**src/rtl/reg_file_sb.sv**
```systemverilog
// Register file with ALU (A) and load (B) writeback ports, write-through read
// bypass, and a per-register pending scoreboard that raises stall on load-use.
module reg_file_sb #(
    parameter int DATA_W   = 32,
    parameter int ADDR_W   = 5,
    parameter int ZERO_REG = 1
) (
    input  logic              CLK,
    input  logic              Reset,
    input  logic [ADDR_W-1:0] rs,
    input  logic [ADDR_W-1:0] rt,
    output logic [DATA_W-1:0] readData1,
    output logic [DATA_W-1:0] readData2,
    input  logic              wrEnA,
    input  logic [ADDR_W-1:0] wrAddrA,
    input  logic [DATA_W-1:0] wrDataA,
    input  logic              wrEnB,
    input  logic [ADDR_W-1:0] wrAddrB,
    input  logic [DATA_W-1:0] wrDataB,
    input  logic              issueValid,
    input  logic [ADDR_W-1:0] issueAddr,
    output logic              stall,
    output logic [ADDR_W:0]   busyCount
);

    localparam int DEPTH = 1 << ADDR_W;

    logic [DATA_W-1:0] mem [DEPTH];
    logic [DEPTH-1:0]  pending;
    logic [DEPTH-1:0]  pending_nxt;
    logic [ADDR_W:0]   busy_nxt;
    logic              we_a;
    logic              we_b;
    logic              iss;

    function automatic logic is_zero(input logic [ADDR_W-1:0] a);
        return (ZERO_REG != 0) && (a == '0);
    endfunction

    assign we_a = wrEnA      & ~is_zero(wrAddrA);
    assign we_b = wrEnB      & ~is_zero(wrAddrB);
    assign iss  = issueValid & ~is_zero(issueAddr);

    // Set is applied after clear so a re-issue on the writeback cycle stays pending.
    always_comb begin
        pending_nxt = pending;
        if (we_b) pending_nxt[wrAddrB]   = 1'b0;
        if (iss)  pending_nxt[issueAddr] = 1'b1;
        busy_nxt = '0;
        for (int i = 0; i < DEPTH; i++) begin
            busy_nxt = busy_nxt + {{ADDR_W{1'b0}}, pending_nxt[i]};
        end
    end

    // Port B is assigned last so it wins a same-address write collision.
    always_ff @(posedge CLK or negedge Reset) begin
        if (!Reset) begin
            for (int i = 0; i < DEPTH; i++) begin
                mem[i] <= '0;
            end
            pending   <= '0;
            busyCount <= '0;
        end else begin
            if (we_a) mem[wrAddrA] <= wrDataA;
            if (we_b) mem[wrAddrB] <= wrDataB;
            pending   <= pending_nxt;
            busyCount <= busy_nxt;
        end
    end

    always_comb begin
        readData1 = mem[rs];
        if (we_a && (wrAddrA == rs)) readData1 = wrDataA;
        if (we_b && (wrAddrB == rs)) readData1 = wrDataB;
        if (is_zero(rs))             readData1 = '0;
    end

    always_comb begin
        readData2 = mem[rt];
        if (we_a && (wrAddrA == rt)) readData2 = wrDataA;
        if (we_b && (wrAddrB == rt)) readData2 = wrDataB;
        if (is_zero(rt))             readData2 = '0;
    end

    // No handshake: writes are always accepted; the pipeline is expected to hold
    // the dependent instruction while stall is high. A same-cycle load
    // writeback to the register resolves its hazard through the bypass.
    function automatic logic hazard(input logic [ADDR_W-1:0] a);
        return pending[a] & ~(wrEnB && (wrAddrB == a)) & ~is_zero(a);
    endfunction

    assign stall = hazard(rs) | hazard(rt);

endmodule

```
**config.mk**
```make
export PLATFORM = sky130hd
export DESIGN_NAME = reg_file_sb
export DESIGN_NICKNAME = d
export VERILOG_FILES = /design/src/rtl/reg_file_sb.sv
export SDC_FILE = /design/constraint.sdc
export NUM_CORES = 2
export LEC_CHECK = 0
export CELL_PAD_IN_SITES_DETAIL_PLACEMENT = 0
export CELL_PAD_IN_SITES_GLOBAL_PLACEMENT = 1
export CORE_MARGIN = 2
export CORE_UTILIZATION = 40
export CTS_BUF_LIST = sky130_fd_sc_hd__clkbuf_8
export DETAILED_ROUTE_END_ITERATION = 10
export PLACE_DENSITY = 0.79
export SYNTH_ARGS = -nofsm -noshare
export SYNTH_HDL_FRONTEND = slang
export SYNTH_SLANG_ARGS = --single-unit
```
**constraint.sdc**
```tcl
create_clock -name CLK -period 10.95 [get_ports CLK]
set_input_delay 2.19 -clock CLK [delete_from_list [all_inputs] [get_ports CLK]]
set_output_delay 2.19 -clock CLK [all_outputs]
set_load 0.02 [all_outputs]
```
==> impl_metrics.csv <==
group,metric,value,unit
yosys,yosysSeqAreaShare,39.6,%
cells_and_area,final_common_cell,"dfrtp_1",
critical_path,r2r_setup_slack,5.81,ns
clock_network,post_cts_buffers,0,
critical_path,cp-end-kind,"primary output",
die,die_area,171000,um^2
critical_path,path_max_fanout,22,
cells_and_area,fill_cells,15600,
placed_design,place.gp.congestion,0.935,
die,die_h,414,um
sta,maxSlewHeadroom,3.91,%
grt,grt_max_degree,175,
sta,min_period,8.93,ns
yosys,ys_top_cells_by_area,"dfrtp_1 40%, mux4_2 14%, mux2i_1 13%",
power_and_ir_drop,p_clk_share,26.8,%
cells_and_area,multiInputGateArea,37100,um^2
power_and_ir_drop,p_leak,31.0,nW
clock_network,clk_path_buf_depth,3,
yosys,synthFlopType,"dfrtp_1",
placed_design,placed_cells,8478,
yosys,synth_edf_count,0,
route,wirelength,284000,um
grt,grt_pass1_vias,57600,
min_path,min_path_type,"register to register",
yosys,synth.top_cell.area_share,39.6,%
placed_design,portBuffers,164,
critical_path,worst-endpoint-arrival,6.74,ns
die,design.core.area,167000,um^2
power_and_ir_drop,combPwrFrac,32.6,%
grt,antenna_found_initial,20,
status,outcome,"finished clean",
route,detail-route-antenna-nets,0,
sta,clock.fmax,0.112,GHz
cells_and_area,drive_gt1_share,15.1,%
route,drtIter0Drc,8790,
clock_network,ctsRootBufferMaster,"clkbuf_8",
clock_network,hold_buffers,0,
yosys,synth.largest_area_cell,"dfrtp_1",
cells_and_area,areaGrowthSynthToFinish,9.74,%
clock_network,clkTransAtPathRegs,0.06,ns
power_and_ir_drop,power-per-cell-area,194,nW/um^2
sta,finalSetupViolCount,0,
route,drtPass1Iterations,9,
yosys,synth-warning-count,0,
yosys,ys_ff_latch,1062,
route,drc,0,
sta,hold_violations,0,
clock_network,post_cts_resized,0,
power_and_ir_drop,peakVddDrop,0.408,mV
route,via_per_inst,6.70,
yosys,syn-mean-instance-area,9.93,um^2
route,wl_per_cell,32.3,um
grt,grt_overflow,0,
sta,worst_slew_pin_slew,1.44,ns
sta,drv_slew,0,
sta,finalCritPeriodShare,81.5,%
clock_network,clk-insertion-delay-late,0.96,ns
sta,rsz0062_at_grt,"no",
critical_path,crit_type,"input port to primary output",
placed_design,dpl.hpwl,164000,um
cells_and_area,layout_common_cells,"1062 x dfrtp_1, 847 x mux2i_1, 661 x nor2_1",
critical_path,crit_path_start_kind,"input port",
cells_and_area,register_area,26600,um^2
sta,timing.setup.tns,0,ns
power_and_ir_drop,switching_share,35.0,%
grt,track_usage,32.9,%
clock_network,cts_tree,"yes",
clock_network,cts_htree_levels,4,
power_and_ir_drop,switchingPower,4.99,mW
cells_and_area,post-route-util,44.1,%
cells_and_area,nNetsFinal,6588,
yosys,synth.cell_area,67100,um^2
critical_path,critPathRequiredTime,8.76,ns
power_and_ir_drop,p_int,9.28,mW
yosys,ys_async_sr_fraction,100,%
cells_and_area,fin_area,73600,um^2
flow_run,cap_violations,0,
sta,finalClockSkew,0.00624,ns
grt,grt_first_pass_wirelength,410000,um
placed_design,dpl_cell_area,69900,um^2
cells_and_area,stdcell_count,8806,
die,die_w,414,um
yosys,yosys.cell_types.count,70,
power_and_ir_drop,sequentialPowerShare,40.6,%
die,rows,150,
route,vias,59000,
yosys,syn_nets,6883,
die,pin_count,165,
yosys,syn_inst,6758,
clock_network,numCtsBuffers,187,
die,start_util,40.2,%
clock_network,clock_sinks,1062,
[sequential cells by signal, indices dropped and copies added, names as in the netlist]
signal	cells
mem	1024
pending	32
busyCount	6
[area by class of cell]
class | instances | area share [%]
diodes | 8 | 0.0272
clock buffers | 233 | 4.35
clock inverters | 87 | 0.732
inverters | 78 | 0.398
multi-input cells | 4778 | 50.3
flip-flops and latches | 1062 | 36.1
well taps | 2204 | 3.74
repair buffers | 356 | 4.33
[through the flow]
step | total power, mW | hold slack (ns) | worst slack (ns)
after floorplan | 8.90 | 0.441 | 3.35
after global placement | 10.3 | 0.377 | 1.71
after detailed placement | 10.4 | 0.383 | 1.80
after CTS | 14.2 | 0.397 | 2.28
after global routing | 15.0 | 0.409 | 2.09
final | 14.3 | 0.396 | 2.02
[power groups by stage]
stage	clock network [mW]	registers (mW)	logic [mW]
finish	3.83	5.79	4.65
global route	4.02	5.90	5.10
CTS	3.85	5.76	4.61
detailed placement	0	5.81	4.57
global placement	0	5.75	4.52
floorplan	0	5.53	3.38
[critical path, cell delays in order]
cell and delay [ns]:
buf_2 0.67, buf_4 0.54, xnor2_1 0.17, nand3_1 0.13, nor3_1 0.89, nor2_4 0.31, buf_4 0.38, a222oi_1 0.62
clkdlybuf4s50_1 0.76
[cell families (layout without fill, tap and decap cells)]
logic type | after synthesis | count (layout) | share of synthesized area [%]
AO/OA/AOI/OAI | 1858 | 1858 | 16.6
AND/OR/NAND/NOR | 1583 | 1583 | 9.62
multiplexers | 1283 | 1283 | 27.0
flip-flops | 1062 | 1062 | 39.6
buffers and inverters | 918 | 754 | 5.98
adder cells (fa/ha/maj) | 31 | 31 | 0.846
XOR/XNOR | 23 | 23 | 0.300
other | 0 | 8 | 0
[synthesized netlist by cell type (6+ instances only)]
library cell	count
o31ai_1	7
xnor2_1	18
mux2i_1	847
nand2b_1	23
o22a_1	7
and3_1	7
o22ai_1	90
a22o_1	51
buf_4	53
o21ai_1	42
fa_1	24
and2_1	16
a211oi_1	46
a211o_1	21
a221oi_1	17
o21ai_0	542
buf_6	18
nor3b_1	11
buf_2	131
a21oi_1	654
a31oi_1	34
nand2_1	669
a32oi_1	174
a222oi_1	21
mux2_2	14
nand4_1	12
nand3_1	29
o211ai_1	6
a22oi_1	98
nor2_1	690
mux4_2	422
clkbuf_1	554
nor3_1	73
ha_1	7
o221ai_1	27
or3_1	11
dfrtp_1	1062
inv_1	77
nor2b_1	13
buf_1	75
[worst paths after layout]
kind                             startpoint  cells past startpoint            to
worst min register to register    mem[1017]                      0     mem[1017]
worst max register to register  pending[21]                     15  busyCount[4]
worst max-delay path                  rt[4]                      9  readData2[0]
min in group asynchronous             Reset                      1       mem[28]
worst min-delay path              mem[1017]                      0     mem[1017]
max in group asynchronous             Reset                      3   pending[18]
[metal layers]
layer	vias up	routed length (um)	global-route usage, %
met5	-	359	0.763
met4	30	19100	20.1
met3	1139	37600	10.6
met2	4613	122000	47.8
met1	29100	105000	42.5
li1	24200	-	-
No activity file was read; power rests on OpenSTA's default activity.
